**config.mk**
```make
export PLATFORM = sky130hd
export DESIGN_NAME = typed_digit_decoder
export DESIGN_NICKNAME = d
export VERILOG_FILES = /design/src/rtl/typed_digit_decoder.sv
export SDC_FILE = /design/constraint.sdc
export NUM_CORES = 1
export LEC_CHECK = 0
export CAP_MARGIN = 20
export CORE_ASPECT_RATIO = 0.5
export CORE_MARGIN = 4
export CORE_UTILIZATION = 51
export DETAILED_ROUTE_END_ITERATION = 6
export GPL_ROUTABILITY_DRIVEN = 0
export PLACE_DENSITY = 0.73
export SLEW_MARGIN = 20
export SYNTH_ARGS = -nofsm -noshare
export SYNTH_HDL_FRONTEND = slang
export SYNTH_SLANG_ARGS = --single-unit
```
**constraint.sdc**
```tcl
create_clock -name hwclk -period 3.8 [get_ports hwclk]
set_input_delay 1.14 -clock hwclk [delete_from_list [all_inputs] [get_ports hwclk]]
set_output_delay 1.14 -clock hwclk [all_outputs]
set_load 0.01 [all_outputs]
```
**src/rtl/typed_digit_decoder.sv**
```systemverilog
// typed_digit_decoder
//
// Converts a 32-bit unsigned binary value into decimal digits and streams them
// out most-significant first over a valid/ready handshake.
//
// Each digit is produced by a 32-cycle restoring division of the working
// register by 10, one quotient bit per cycle. The remainder is stored in a
// 10-entry digit buffer and the quotient becomes the next dividend. Once the
// buffer holds all digits, they are replayed from the highest index down to 0.
//
// Parameters
//   SUPPRESS_ZEROS : 1 = stop dividing once the quotient reaches zero, so no
//                    leading zeros are emitted (value 0 still gives one digit);
//                    0 = always emit 10 digits.
//
// Ports
//   hwclk       in   system clock, rising edge
//   reset       in   synchronous active-high reset
//   value       in   32-bit number to decode, captured when start is accepted
//   start       in   decode request, sampled only while idle
//   busy        out  high in every state except idle
//   digit       out  current decimal digit (0 when not emitting)
//   digit_valid out  digit holds a valid digit
//   digit_ready in   consumer accepts digit
//   digit_last  out  current digit is the least-significant one
//   done        out  one-cycle pulse after the last digit transfers

module typed_digit_decoder #(
    parameter bit SUPPRESS_ZEROS = 1'b1
) (
    input  logic        hwclk,
    input  logic        reset,
    input  logic [31:0] value,
    input  logic        start,
    output logic        busy,
    output logic [3:0]  digit,
    output logic        digit_valid,
    input  logic        digit_ready,
    output logic        digit_last,
    output logic        done
);

    typedef enum logic [1:0] {
        StIdle,
        StDivide,
        StEmit,
        StDone
    } state_e;

    state_e      state_q, state_d;
    logic [31:0] work_q, work_d;     // dividend, shifted left into quotient bits
    logic [3:0]  rem_q, rem_d;       // partial remainder, always 0-9
    logic [4:0]  bit_q, bit_d;       // quotient bit position within a digit
    logic [3:0]  count_q, count_d;   // digits produced so far
    logic [3:0]  idx_q, idx_d;       // buffer entry being presented
    logic [3:0]  buf_q [10];
    logic [3:0]  buf_d [10];

    // One restoring-division step. The dividend MSB is shifted into the
    // remainder; if the trial value reaches 10 it is reduced and a quotient 1
    // is shifted into the freed LSB of the working register.
    logic [4:0]  trial;
    logic [4:0]  trial_sub;
    logic        q_bit;
    logic [3:0]  rem_next;
    logic [31:0] quot_next;
    logic        last_digit;

    always_comb begin
        trial     = {rem_q, work_q[31]};
        trial_sub = trial - 5'd10;
        q_bit     = (trial >= 5'd10);
        rem_next  = q_bit ? trial_sub[3:0] : trial[3:0];
        quot_next = {work_q[30:0], q_bit};
    end

    // Decides whether the digit finishing this cycle is the final one.
    always_comb begin
        if (SUPPRESS_ZEROS) begin
            last_digit = (quot_next == 32'd0);
        end else begin
            last_digit = (count_q == 4'd9);
        end
    end

    always_comb begin
        state_d = state_q;
        work_d  = work_q;
        rem_d   = rem_q;
        bit_d   = bit_q;
        count_d = count_q;
        idx_d   = idx_q;
        buf_d   = buf_q;

        case (state_q)
            StIdle: begin
                if (start) begin
                    work_d  = value;
                    rem_d   = 4'd0;
                    bit_d   = 5'd0;
                    count_d = 4'd0;
                    state_d = StDivide;
                end
            end

            StDivide: begin
                work_d = quot_next;
                rem_d  = rem_next;
                bit_d  = bit_q + 5'd1;   // wraps to 0 after bit 31
                if (bit_q == 5'd31) begin
                    // Division complete: bank the remainder as the next digit.
                    buf_d[count_q] = rem_next;
                    count_d        = count_q + 4'd1;
                    rem_d          = 4'd0;
                    if (last_digit) begin
                        // count_q is the index of the digit just written,
                        // i.e. the most-significant one.
                        idx_d   = count_q;
                        state_d = StEmit;
                    end
                end
            end

            StEmit: begin
                if (digit_ready) begin
                    if (idx_q == 4'd0) begin
                        state_d = StDone;
                    end else begin
                        idx_d = idx_q - 4'd1;
                    end
                end
            end

            StDone: begin
                state_d = StIdle;
            end

            default: begin
                state_d = StIdle;
            end
        endcase
    end

    always_ff @(posedge hwclk) begin
        if (reset) begin
            state_q <= StIdle;
        end else begin
            state_q <= state_d;
        end
    end

    // Datapath contents are don't-care after reset; the state alone gates use.
    always_ff @(posedge hwclk) begin
        work_q  <= work_d;
        rem_q   <= rem_d;
        bit_q   <= bit_d;
        count_q <= count_d;
        idx_q   <= idx_d;
        buf_q   <= buf_d;
    end

    always_comb begin
        busy        = (state_q != StIdle);
        digit_valid = (state_q == StEmit);
        digit       = digit_valid ? buf_q[idx_q] : 4'd0;
        digit_last  = digit_valid && (idx_q == 4'd0);
        done        = (state_q == StDone);
    end

endmodule

```
Yosys cells after proc, flatten, opt, wreduce, memory -nomap -nowiden --
Index checks and enable logic that the tools add are counted. Widths: inputs -> output; s select.
Word-level totals: logic and storage cells 77, bits of input ports 36, output and inout bits 8, register bits after elaboration 91
Cells by class: add/subtract/negate cells 4, order comparisons 4, mux-type cells 28, bitwise logic cells 2, reductions and logical operators 13, equal/unequal tests 10
Operator list (number):
- $pmux 32 s2 | 1
- $mux 4 | 12
- $bwmux 40 | 1
- $logic_not 32->1 | 1
- $mux 32 | 1
- $pmux 4 s2 | 3
- $bmux 4 s4 | 1
- $demux 4 s4 | 1
- $ge 5x5->1 const B | 2
- $mux 2 | 5
- $not 4->5 | 2
- $pmux 5 s2 | 1
- $reduce_and 5->1 | 2
- $ne 2x2->1 const B | 4
- $pmux 2 s4 | 1
- $reduce_bool 2->1 | 3
- $add 5x1->5 const B | 1
- $eq 5x5->1 const B | 1
- $ge 5x4->1 const B | 1
- $lt 5x1->1 const B | 1
- $mux 5 | 1
- $add 4x1->4 const B | 1
- $eq 2x2->1 const B | 2
- $logic_not 4->1 | 1
- other kinds (8) | 11

Logic depth before layout (Yosys ltp) --
depth after elaboration 6, mapped depth 9, depth with buffers taken out 8

Worst setup path after synthesis --
No wires, ideal clock.
kind flip-flop to output port, from register idx_q[0], to output port digit[0], arrival 1.473 ns, required time 2.660 ns, cell stages (with the launch flop) 7, path buffers 2, slack 1.187 ns, cells stage by stage edfxtp_1 -> buf_6 -> buf_6 -> mux4_2 -> mux2i_1 -> o22ai_1 -> and2_1
On the way: word-level cells in the longest chain between the ends 5
RTL lines:
- start: declaration | line 55 | logic [3:0] idx_q, idx_d;
- start signal: assignment | line 158 | idx_q <= idx_d;
- $not 4->5 (implied by the code) | line 165 | digit = digit_valid ? buf_q[idx_q] : 4'd0;
- $bmux 4 s4 | line 165
- $mux 4 (implied by the code) (2 in a row) | line 165
- $mux 4 | line 165
- end: declaration | line 36 | output logic [3:0] digit,
Every way passes these cells. The select of a mux whose other input is x is not followed.

Worst setup path after layout --
from register idx_q[0], to output port digit[3]
Same word-level chain as after synthesis.

==> flow_summary.html <==
<table>
<tr><th>Metric</th><th>Value</th></tr>
<tr><th colspan="2">Status</th></tr>
<tr><td>Result of the run</td><td>finished clean</td></tr>
<tr><th colspan="2">Synth</th></tr>
<tr><td>Number of distinct standard cells referenced by the synthesized netlist</td><td>37</td></tr>
<tr><td>Top-count cell post-synth</td><td>edfxtp_1</td></tr>
<tr><td>Dominant register cell in the synthesized netlist</td><td>edfxtp_1</td></tr>
<tr><td>Post-Syn Instances</td><td>263</td></tr>
<tr><td>Number of nets produced by synthesis</td><td>about 310</td></tr>
<tr><td>Synth top cells by count</td><td>edfxtp_1, mux2_2, and2_1</td></tr>
<tr><td>Number of synthesized flops with an enable pin</td><td>a little under 90</td></tr>
<tr><td>Sequential-to-total area share from yosys stat</td><td>~65%</td></tr>
<tr><td>Post-Syn Area</td><td>roughly 0.0042 sq mm</td></tr>
<tr><td>Synth warnings</td><td>0</td></tr>
<tr><td>Ranking of synthesized cells by area</td><td>edfxtp_1, mux2_2, mux4_2, ha_1, and2_1</td></tr>
<tr><td>Area fraction of the dominant cell type after synthesis</td><td>a little under two thirds</td></tr>
<tr><td>Post-Syn Area per Cell</td><td>approximately 16 sq um</td></tr>
<tr><td>Async set or reset register ratio after synthesis</td><td>0%</td></tr>
<tr><td>Leading area contributor after synthesis</td><td>edfxtp_1</td></tr>
<tr><td>Yosys reg bits</td><td>91</td></tr>
<tr><th colspan="2">Power</th></tr>
<tr><td>Power density over the cells</td><td>roughly 780 mW/mm^2</td></tr>
<tr><td>PnR Total Power</td><td>between 0.003 and 0.004 W</td></tr>
<tr><td>Worst-case vdd ir drop</td><td>between 300 and 400 uV</td></tr>
<tr><td>Leakage dissipation</td><td>1.775 nW</td></tr>
<tr><th colspan="2">Place</th></tr>
<tr><td>Dpl hpwl</td><td>5530 microns</td></tr>
<tr><td>Port-buffer cells</td><td>43</td></tr>
<tr><td>Setup WS pre-CTS</td><td>around 0.32 ns</td></tr>
<tr><th colspan="2">Route</th></tr>
<tr><td>Via count</td><td>~2.3k</td></tr>
<tr><td>Number of detailed-route iterations in the first pass</td><td>4</td></tr>
<tr><td>Per-cell via count in the routed design</td><td>roughly 5.4</td></tr>
<tr><td>Post-route ant nets</td><td>0</td></tr>
<tr><td>WL final</td><td>7691 microns</td></tr>
<tr><td>First-iteration detailed-routing DRC count</td><td>approximately 170</td></tr>
<tr><td>Number of remaining DRC errors</td><td>0</td></tr>
<tr><td>Average detailed-routed wire length per instance</td><td>between 15 and 20 microns</td></tr>
<tr><th colspan="2">Layout</th></tr>
<tr><td>Area growth syn-to-layout</td><td>20.43%</td></tr>
<tr><td>Fill cell count</td><td>~560</td></tr>
<tr><td>Share of final-layout standard cells stronger than drive strength 1</td><td>20.69%</td></tr>
<tr><td>Final layout net count</td><td>between 300 and 400</td></tr>
<tr><td>Ant. Diodes</td><td>0</td></tr>
<tr><th colspan="2">Clocking</th></tr>
<tr><td>Root buffer selected by CTS</td><td>clkbuf_16</td></tr>
<tr><td>Clock slew seen by the registers of the worst setup and hold paths</td><td>0.06 ns</td></tr>
<tr><td>CTS buffer count</td><td>9</td></tr>
<tr><td>Clock net sink count</td><td>91</td></tr>
<tr><td>CTS tree</td><td>done</td></tr>
<tr><td>Clock tree buffer depth</td><td>2</td></tr>
<tr><td>Clock Latency Late Sink</td><td>~0.33 ns</td></tr>
<tr><td>Deepest level of the CTS H-tree</td><td>3</td></tr>
<tr><td>Cts hold-fix bufs</td><td>0</td></tr>
<tr><th colspan="2">GRT</th></tr>
<tr><td>Antenna violations before repair</td><td>0</td></tr>
<tr><td>Pin count of the biggest net entering global routing</td><td>29</td></tr>
<tr><td>Vias in the first global route</td><td>approximately 2.4k</td></tr>
<tr><td>GRT Max-Usage Layer</td><td>met2</td></tr>
<tr><td>Met3 usage in global routing</td><td>about 4%</td></tr>
<tr><td>First-pass GRT wire length</td><td>12630 microns</td></tr>
<tr><td>Overall overflow remaining after global route</td><td>0</td></tr>
<tr><td>Met1 Track Usage GR</td><td>around 23%</td></tr>
<tr><td>Overall global routing resource usage</td><td>between 10% and 20%</td></tr>
<tr><td>Global Route met2 Usage</td><td>28.47%</td></tr>
<tr><th colspan="2">STA</th></tr>
<tr><td>Maximum clock skew at final layout</td><td>0.008431 ns</td></tr>
<tr><td>Worst Hold Margin</td><td>0.5835 ns</td></tr>
<tr><td>Period utilisation layout</td><td>89.95%</td></tr>
<tr><td>Fmax</td><td>roughly 290 MHz</td></tr>
<tr><td>Worst setup margin</td><td>~0.38 ns</td></tr>
<tr><td>Slew Limit Headroom</td><td>a little over a third</td></tr>
<tr><td>Final max-slew violation count</td><td>0</td></tr>
<tr><td>Final Hold Vio Count</td><td>0</td></tr>
<tr><td>TNS Setup</td><td>0 ns</td></tr>
<tr><td>Transition time at the pin with the least slew margin</td><td>0.9360 ns</td></tr>
<tr><td>Minimum clock period</td><td>3.418 ns</td></tr>
<tr><td>RSZ-0062 raised after global routing</td><td>false</td></tr>
<tr><td>Number of endpoints failing setup at the final stage</td><td>0</td></tr>
<tr><th colspan="2">Setup path</th></tr>
<tr><td>Critical path's slowest cell</td><td>mux4_2</td></tr>
<tr><td>Total buffers and inverters traversed by the critical path</td><td>2</td></tr>
<tr><td>Capturing element type of the critical path</td><td>output port</td></tr>
<tr><td>Arrival time at the worst endpoint</td><td>2.28 ns</td></tr>
<tr><td>Cell family contributing the most delay on the critical path</td><td>buffers and inverters</td></tr>
<tr><td>Highest cell delay on the worst timing path</td><td>~0.5 ns</td></tr>
<tr><td>Startpoint type of the worst setup path</td><td>register</td></tr>
<tr><td>Worst path cell trace</td><td>buf_4, mux4_2, mux2i_1, o22ai_1, and2_1, clkdlybuf4s50_1</td></tr>
<tr><td>Crit Path Category</td><td>register to output port</td></tr>
<tr><td>Required time at the endpoint of the critical path</td><td>roughly 2.7 ns</td></tr>
<tr><td>Largest driver fanout on the critical path</td><td>5</td></tr>
<tr><th colspan="2">Job</th></tr>
<tr><td>Number of max-cap violations</td><td>0</td></tr>
<tr><th colspan="2">Die</th></tr>
<tr><td>Total number of placement rows</td><td>22</td></tr>
<tr><td>Die X</td><td>136.0 microns</td></tr>
<tr><td>Die Area</td><td>0.009789 sq mm</td></tr>
<tr><td>Core region area</td><td>0.007625 sq mm</td></tr>
<tr><td>Die outline height</td><td>around 72 microns</td></tr>
<tr><td>Initial cell density of the core</td><td>approximately 55%</td></tr>
<tr><td>Number of top-level pins</td><td>44</td></tr>
<tr><th colspan="2">Hold path</th></tr>
<tr><td>Worst min-delay path class</td><td>register to register</td></tr>
</table>
-- kinds of logic (layout without fill, tap and decap cells) --
family | Yosys count | count (layout) | synth area share, %
flip-flops | 91 | 91 | 64.95
AND/OR/NAND/NOR | 63 | 63 | 8.778
multiplexers | 51 | 51 | 15.58
buffers and inverters | 22 | 78 | 2.426
AO/OA/AOI/OAI | 16 | 16 | 2.906
adder cells (fa/ha/maj) | 13 | 13 | 3.895
XOR/XNOR | 7 | 7 | 1.468
-- worst paths after layout --
path              cells past startpoint  slack [ns]          to       start
setup / recovery                      6        0.38    digit[3]    idx_q[0]
hold / removal                        1        0.58  work_q[31]  work_q[30]
setup reg to reg                      7        1.25    idx_q[0]    bit_q[0]
hold reg to reg                       1        0.58  work_q[31]  work_q[30]
-- cell usage in the layout, fill, tap and decap left out, types with 3 or more instances in the layout --
| master | count |
|---|---|
| a21oi_1 | 5 |
| and2_1 | 22 |
| and3_1 | 3 |
| buf_4 | 8 |
| clkbuf_16 | 9 |
| clkdlybuf4s50_1 | 43 |
| clkinv_2 | 3 |
| edfxtp_1 | 89 |
| ha_1 | 12 |
| inv_1 | 11 |
| mux2_2 | 32 |
| mux2i_1 | 11 |
| mux4_2 | 8 |
| nand2_1 | 6 |
| nor2_1 | 9 |
| nor4_1 | 7 |
| o22ai_1 | 4 |
| xnor2_1 | 5 |
-- metrics by stage --
step / instances / cell area, sq um / util, %
2_1_floorplan: 263 / 4177 / -
5_1_grt: 427 / 5030 / 65.97
4_1_cts: 427 / 5030 / 65.97
3_5_place_dp: 407 / 4715 / 61.83
6_report: 427 / 5030 / 65.97
3_3_place_gp: 407 / 4715 / 61.83
-- flip-flops by register name, summed over array words and instances (netlist names) --
register  count
work_q       32
idx_q         4
bit_q         5
state_q       2
rem_q         4
buf_q        40
count_q       4
-- metal layers --
layer	share of wire (%)	vias up
li1	-	1102
met1	45	1121
met2	50	60
met3	4.7	7
met4	1.1	0
met5	0	-
-- area by class of cell --
class / count / area, sq um / share of cell area (%)
multi-input cells: 150 / 1365 / 27.14
well taps: 108 / 135.1 / 2.687
clock buffers: 10 / 229.0 / 4.552
inverters: 11 / 41.29 / 0.8209
repair buffers: 51 / 490.5 / 9.751
clock inverters: 6 / 56.30 / 1.119
flip-flops and latches: 91 / 2713 / 53.93
-- power breakdown --
part | total (W) | leakage [nW] | switching [W] | internal (W)
Combinational | 0.00123 | 0.781 | 0.000639 | 0.000591
Clock | 0.000848 | 0.140 | 0.000344 | 0.000504
Sequential | 0.00186 | 0.853 | 0.000235 | 0.00162
-- timing repair --
action,in CTS,in global routing
setup endpoints to repair,3,0
gates resized for setup,0,0
buffers inserted,4,0
endpoints found under the hold margin,0,0
(Power assumes the default switching activity.)
